$ cat config.mk
export PLATFORM = sky130hd
export DESIGN_NAME = ps2_kbd_rx
export DESIGN_NICKNAME = d
export VERILOG_FILES = /design/src/rtl/ps2_kbd_rx.sv
export SDC_FILE = /design/constraint.sdc
export NUM_CORES = 1
export LEC_CHECK = 0
export BUFFER_PORTS_ARGS = -buffer_cell sky130_fd_sc_hd__buf_2
export CAP_MARGIN = 15
export CORE_ASPECT_RATIO = 1.1
export CORE_MARGIN = 2
export CORE_UTILIZATION = 41
export CTS_CLUSTER_DIAMETER = 150
export DETAILED_ROUTE_END_ITERATION = 16
export MAX_ROUTING_LAYER = met4
export PLACE_DENSITY = 0.6
export RECOVER_POWER = 25
export SETUP_SLACK_MARGIN = 0.4
export SLEW_MARGIN = 20
export SYNTH_ARGS = -nofsm -noshare
export SYNTH_HDL_FRONTEND = slang
export SYNTH_SLANG_ARGS = --single-unit
$ cat constraint.sdc
create_clock -name clk_chipset -period 1.9 [get_ports clk_chipset]
set_clock_uncertainty 0.2 [all_clocks]
set_input_delay 0.19 -clock clk_chipset [delete_from_list [all_inputs] [get_ports clk_chipset]]
set_output_delay 0.19 -clock clk_chipset [all_outputs]
set_load 0.02 [all_outputs]
$ cat src/rtl/ps2_kbd_rx.sv
// PS/2 keyboard receiver: pad synchronisers, glitch filter, 11-bit frame FSM and output buffer.
// Define PS2_KBD_RX_FIFO_EN for a 4-entry FIFO output buffer; otherwise a single holding register.
module ps2_kbd_rx #(
    parameter int unsigned CLK_HZ     = 50000000,
    parameter int unsigned FILTER_LEN = 8,
    parameter int unsigned TIMEOUT_US = 2000
) (
    input  logic       clk_chipset,
    input  logic       reset_n,
    input  logic       ps2_clk_in,
    input  logic       ps2_data_in,
    output logic       ps2_clk_oe,
    output logic [7:0] scancode,
    output logic       scancode_valid,
    input  logic       scancode_ready,
    output logic       parity_err,
    output logic       frame_err,
    output logic       overflow
);

    localparam logic [63:0] TO_CYC = 64'(TIMEOUT_US) * 64'(CLK_HZ) / 64'd1000000;
    localparam int unsigned TW = $clog2(TO_CYC + 64'd1);
    localparam logic [TW-1:0] TO_LAST = TW'(TO_CYC - 64'd1);
    localparam int unsigned FW = $clog2(FILTER_LEN + 1);
    localparam logic [FW-1:0] FL_LAST = FW'(FILTER_LEN - 1);

    typedef enum logic [1:0] {IDLE, DATA, PARITY, STOP} state_t;

    // Bit 0 carries the PS/2 clock, bit 1 the PS/2 data.
    logic [1:0]    s1_q, s2_q, filt_q, filt_d;
    logic [FW-1:0] fcnt_q [2];
    logic [FW-1:0] fcnt_d [2];
    logic          clk_prev_q;
    logic          fall, dat;

    state_t        state_q, state_d;
    logic [7:0]    sr_q, sr_d;
    logic [2:0]    bcnt_q, bcnt_d;
    logic          par_q, par_d;
    logic [TW-1:0] tmo_q, tmo_d;
    logic          good, perr_d, ferr_d;
    logic          perr_q, ferr_q, ovf_q, oe_q;
    logic          rd, wr, full, ovf_d;

    always_comb begin
        filt_d = filt_q;
        fcnt_d = '{default: '0};
        for (int unsigned i = 0; i < 2; i++) begin
            if (s2_q[i] != filt_q[i]) begin
                if (fcnt_q[i] == FL_LAST) filt_d[i] = s2_q[i];
                else fcnt_d[i] = fcnt_q[i] + FW'(1);
            end
        end
    end

    assign fall = clk_prev_q & ~filt_q[0];
    assign dat  = filt_q[1];

    always_comb begin
        state_d = state_q;
        sr_d    = sr_q;
        bcnt_d  = bcnt_q;
        par_d   = par_q;
        good    = 1'b0;
        perr_d  = 1'b0;
        ferr_d  = 1'b0;
        if (state_q == IDLE) tmo_d = '0;
        else if (fall)       tmo_d = TW'(1);
        else                 tmo_d = tmo_q + TW'(1);
        case (state_q)
            IDLE: if (fall && !dat) begin
                state_d = DATA;
                bcnt_d  = '0;
            end
            DATA: if (fall) begin
                sr_d   = {dat, sr_q[7:1]};
                bcnt_d = bcnt_q + 3'd1;
                if (bcnt_q == 3'd7) state_d = PARITY;
            end
            PARITY: if (fall) begin
                par_d   = dat;
                state_d = STOP;
            end
            STOP: if (fall) begin
                state_d = IDLE;
                perr_d  = ~(^{sr_q, par_q});
                ferr_d  = ~dat;
                good    = dat & (^{sr_q, par_q});
            end
            default: state_d = IDLE;
        endcase
        // A real edge on the expiry cycle restarts the gap instead of aborting.
        if (state_q != IDLE && !fall && tmo_q == TO_LAST) begin
            state_d = IDLE;
            ferr_d  = 1'b1;
        end
    end

    assign rd    = scancode_valid & scancode_ready;
    assign wr    = good & (~full | rd);
    assign ovf_d = good & full & ~rd;

`ifdef PS2_KBD_RX_FIFO_EN
    logic [7:0] mem_q [4];
    logic [1:0] wptr_q, rptr_q;
    logic [2:0] cnt_q;

    assign full           = (cnt_q == 3'd4);
    assign scancode       = mem_q[rptr_q];
    assign scancode_valid = (cnt_q != 3'd0);

    always_ff @(posedge clk_chipset or negedge reset_n) begin
        if (!reset_n) begin
            mem_q  <= '{default: '0};
            wptr_q <= '0;
            rptr_q <= '0;
            cnt_q  <= '0;
        end else begin
            if (wr) mem_q[wptr_q] <= sr_q;
            wptr_q <= wptr_q + 2'(wr);
            rptr_q <= rptr_q + 2'(rd);
            cnt_q  <= cnt_q + 3'(wr) - 3'(rd);
        end
    end
`else
    logic [7:0] hold_q;
    logic       full_q;

    assign full           = full_q;
    assign scancode       = hold_q;
    assign scancode_valid = full_q;

    always_ff @(posedge clk_chipset or negedge reset_n) begin
        if (!reset_n) begin
            hold_q <= '0;
            full_q <= 1'b0;
        end else begin
            if (wr) hold_q <= sr_q;
            full_q <= wr | (full_q & ~rd);
        end
    end
`endif

    always_ff @(posedge clk_chipset or negedge reset_n) begin
        if (!reset_n) begin
            s1_q       <= '1;
            s2_q       <= '1;
            filt_q     <= '1;
            fcnt_q     <= '{default: '0};
            clk_prev_q <= 1'b1;
            state_q    <= IDLE;
            sr_q       <= '0;
            bcnt_q     <= '0;
            par_q      <= 1'b0;
            tmo_q      <= '0;
            perr_q     <= 1'b0;
            ferr_q     <= 1'b0;
            ovf_q      <= 1'b0;
            oe_q       <= 1'b0;
        end else begin
            s1_q       <= {ps2_data_in, ps2_clk_in};
            s2_q       <= s1_q;
            filt_q     <= filt_d;
            fcnt_q     <= fcnt_d;
            clk_prev_q <= filt_q[0];
            state_q    <= state_d;
            sr_q       <= sr_d;
            bcnt_q     <= bcnt_d;
            par_q      <= par_d;
            tmo_q      <= tmo_d;
            perr_q     <= perr_d;
            ferr_q     <= ferr_d;
            ovf_q      <= ovf_d;
            oe_q       <= full & (state_q == IDLE);
        end
    end

    assign parity_err = perr_q;
    assign frame_err  = ferr_q;
    assign overflow   = ovf_q;
    assign ps2_clk_oe = oe_q;

endmodule

==> impl_metrics.py <==
metrics = {
    "status": {
        "status": "complete, but fails checks",
        "violations": "setup timing",
    },
    "logic_synthesis": {
        "ys_async_sr_fraction_pct": 100,
        "synth_seq_cells": 59,
        "syn_nets": 248,
        "synth_ff_type": "dfrtp_1",
        "synth_area_per_cell_um2": 11.4,
        "synth_edf_count": 0,
        "ys_seq_area_share_pct": 55.6,
        "yosysUniqueCellTypes": 36,
        "synth_warnings": 0,
        "syn_area_mm2": 0.00267,
        "netlist_instances": 234,
    },
    "power_and_ir_drop": {
        "power_mw": 4.33,
        "ir_drop_v": 0.000607,
        "powerDensity_mw_per_mm2": 1180,
        "cellLeakagePower_nw": 1.75,
    },
    "setup_path": {
        "crit_path_end_kind": "register",
        "start_kind": "register",
        "path_cells": "xnor2_1 -> xnor3_1 -> xnor2_2 -> nand3_4 -> mux2_2",
        "rr_startpoint": "sr_q[1]",
        "worstPathMaxFanout": 8,
        "slowest_stage": "xnor3_1",
        "reg2reg_slack_ps": -90,
        "r2r_end": "scancode[1]",
        "arrival_ps": 2010,
        "slowest_delay_ps": 450,
        "reg2reg_depth": 5,
        "criticalPathCategory": "reg2reg",
        "worst-endpoint-required_ps": 1920,
    },
    "final_layout": {
        "area_growth_pct": 37.3,
        "fin_area_mm2": 0.00367,
        "fin_nets": 310,
        "drive_gt1_share_pct": 43.9,
        "layout.cells.non_filler": 381,
        "fillCellCount": 519,
        "diodes": 0,
        "final_util_pct": 58.9,
    },
    "global_route": {
        "overflow": 0,
        "grt_max_degree": 59,
        "first_global_vias": 1781,
        "grt-busiest-layer": "met2",
        "use_met2_pct": 25.0,
        "use_met1_pct": 20.4,
        "grt_use_met3_pct": 3.47,
        "grt_use_total_pct": 16.4,
        "grt_pass1_wl_um": 8400,
        "antenna_found_initial": 0,
    },
    "floorplanning": {
        "num_io_pins": 18,
        "start_util_pct": 42.9,
        "die_w_um": 81.0,
        "die_h_um": 88.7,
        "num_rows": 30,
        "coreArea_mm2": 0.00623,
        "dieArea_mm2": 0.00718,
    },
    "clock_network": {
        "cts_buffer_depth": 2,
        "clkLatencyLatePin_ps": 340,
        "htree_levels": 3,
        "cts_tree": "done",
        "cts.sinks": 59,
        "cts_buffers": 9,
        "clk_pin_slew_ps": 70,
        "cts-root-buf": "clkbuf_8",
    },
    "place": {
        "hpwlAfterDp_um": 3130,
        "port-buffer-count": 17,
        "pre_cts_ws_ps": -84.0,
        "place_congestion": 0.807,
        "dpl.cell_count": 348,
        "dpl_cell_area_mm2": 0.00307,
    },
    "timing": {
        "finalSetupViolCount": 8,
        "finalWorstSetupSlack_ps": -91.0,
        "final_max_slew_viol_count": 0,
        "fin_hold_ws_ps": 33.8,
        "period_share_pct": 105,
        "hold_viol_final": 0,
        "setup_tns_ps": -630,
        "timing.fmax_ghz": 0.502,
        "period_minus_slack_ps": 1990,
        "slew_headroom_pct": 47.6,
        "max_slew.worst_pin.slew_ps": 786,
        "rsz0062_at_grt": "true",
    },
    "hold_path": {
        "hp-start": "scancode_ready",
        "hold_class": "in2reg",
        "whs_endpoint": "scancode_valid",
        "hold_depth": 3,
    },
    "flow_run": {
        "drv_cap": 0,
    },
    "route": {
        "vias": 1842,
        "wirelength_um": 5060,
        "drc": 0,
        "antenna_left": 0,
        "via_per_inst": 4.83,
        "dr.pass1.iters": 4,
        "wire_per_inst_um": 13.3,
        "drtIter0Drc": 91,
    },
}
-- flip-flops by register name, indices dropped and copies added (netlist names), 2 cells and up --
register and count:
bcnt_q 3, fcnt_q 8, filt_q 2, s1_q 2
s2_q 2, scancode 8, sr_q 8, state_q 2
tmo_q 17
-- metal layers --
| metal | wire length (um) | up-vias |
|---|---|---|
| met4 | 111 | 0 |
| met2 | 2430 | 28 |
| met3 | 164 | 12 |
| met1 | 2350 | 878 |
| li1 | - | 924 |
| met5 | 0 | - |
-- how the worst max path moves through the flow --
stage	start	end	slack, ps	cells past startpoint
detailed placement	sr_q[1]	scancode[1]	-80	5
CTS	sr_q[1]	scancode[1]	-110	5
floorplan	sr_q[1]	scancode[0]	-40	5
global route	sr_q[1]	scancode[1]	-190	5
finish	sr_q[1]	scancode[1]	-90	5
global placement	sr_q[1]	scancode[5]	-50	5
-- cells in the final DEF (no fill, tap or decap), types with 4 or more instances in the layout --
cell           instances
dfrtp_1               51
nor2_1                29
buf_4                 22
xnor2_1               17
buf_2                 17
nand2_1               12
buf_6                 11
mux2_2                10
mux2_4                 9
clkbuf_8               9
xor2_1                 7
nand3_1                7
dfstp_2                7
nor3_1                 5
nand3_2                5
ha_1                   5
nand2b_1               4
nand2_2                4
dlygate4sd3_1          4
-- timing repair --
| action | 4_1_cts | 5_1_grt |
|---|---|---|
| pin swaps | 19 | 13 |
| resized for setup | 43 | 14 |
| setup endpoints to repair | 33 | 42 |
| hold buffers | 4 | 0 |
| setup buffers | 11 | 1 |
| endpoints found under the hold margin | 61 | 0 |
| gates cloned | 1 | 0 |
-- logic make-up after synthesis --
kind of cell	share of synthesized area [%]
AO/OA/AOI/OAI	3.65
XOR/XNOR	9.32
adder cells (fa/ha/maj)	4.22
buffers and inverters	1.55
flip-flops	55.6
multiplexers	8.38
AND/OR/NAND/NOR	17.3
-- final cells by class --
cell class	instances	area (um^2)	area share, %
sequential	59	1490	40.5
multi-input combinational	165	1400	38.3
timing repair buffer	56	442	12.0
clock buffer	9	124	3.38
tap	80	100	2.73
clock inverter	7	92.6	2.52
inverter	5	18.8	0.512
-- synth_stat cells, drive strengths merged (6+ instances only) --
master  number  area share, %
xnor2       18            6.2
mux2        19            8.0
clkbuf       6           0.84
nand2       19            2.7
nor3         8            1.5
xor2         7            2.3
dfrtp       52             49
dfstp        7            6.9
ha           9            4.2
nand3       14            3.1
nor2        32            4.5
-- critical path, delay by kind of cell, from the launching register on --
family / cells / cell delay, ps
XOR/XNOR: 3 / 820
flip-flops: 1 / 390
multiplexers: 1 / 310
AND/OR/NAND/NOR: 1 / 160
-- power by group --
part / total, mW / internal (mW) / switching [mW]
clock network: 1.24 / 0.732 / 0.508
logic: 1.50 / 0.732 / 0.767
registers: 1.59 / 1.45 / 0.136
total: 4.33 / 2.92 / 1.41
Power figures use the tool's default switching activity.
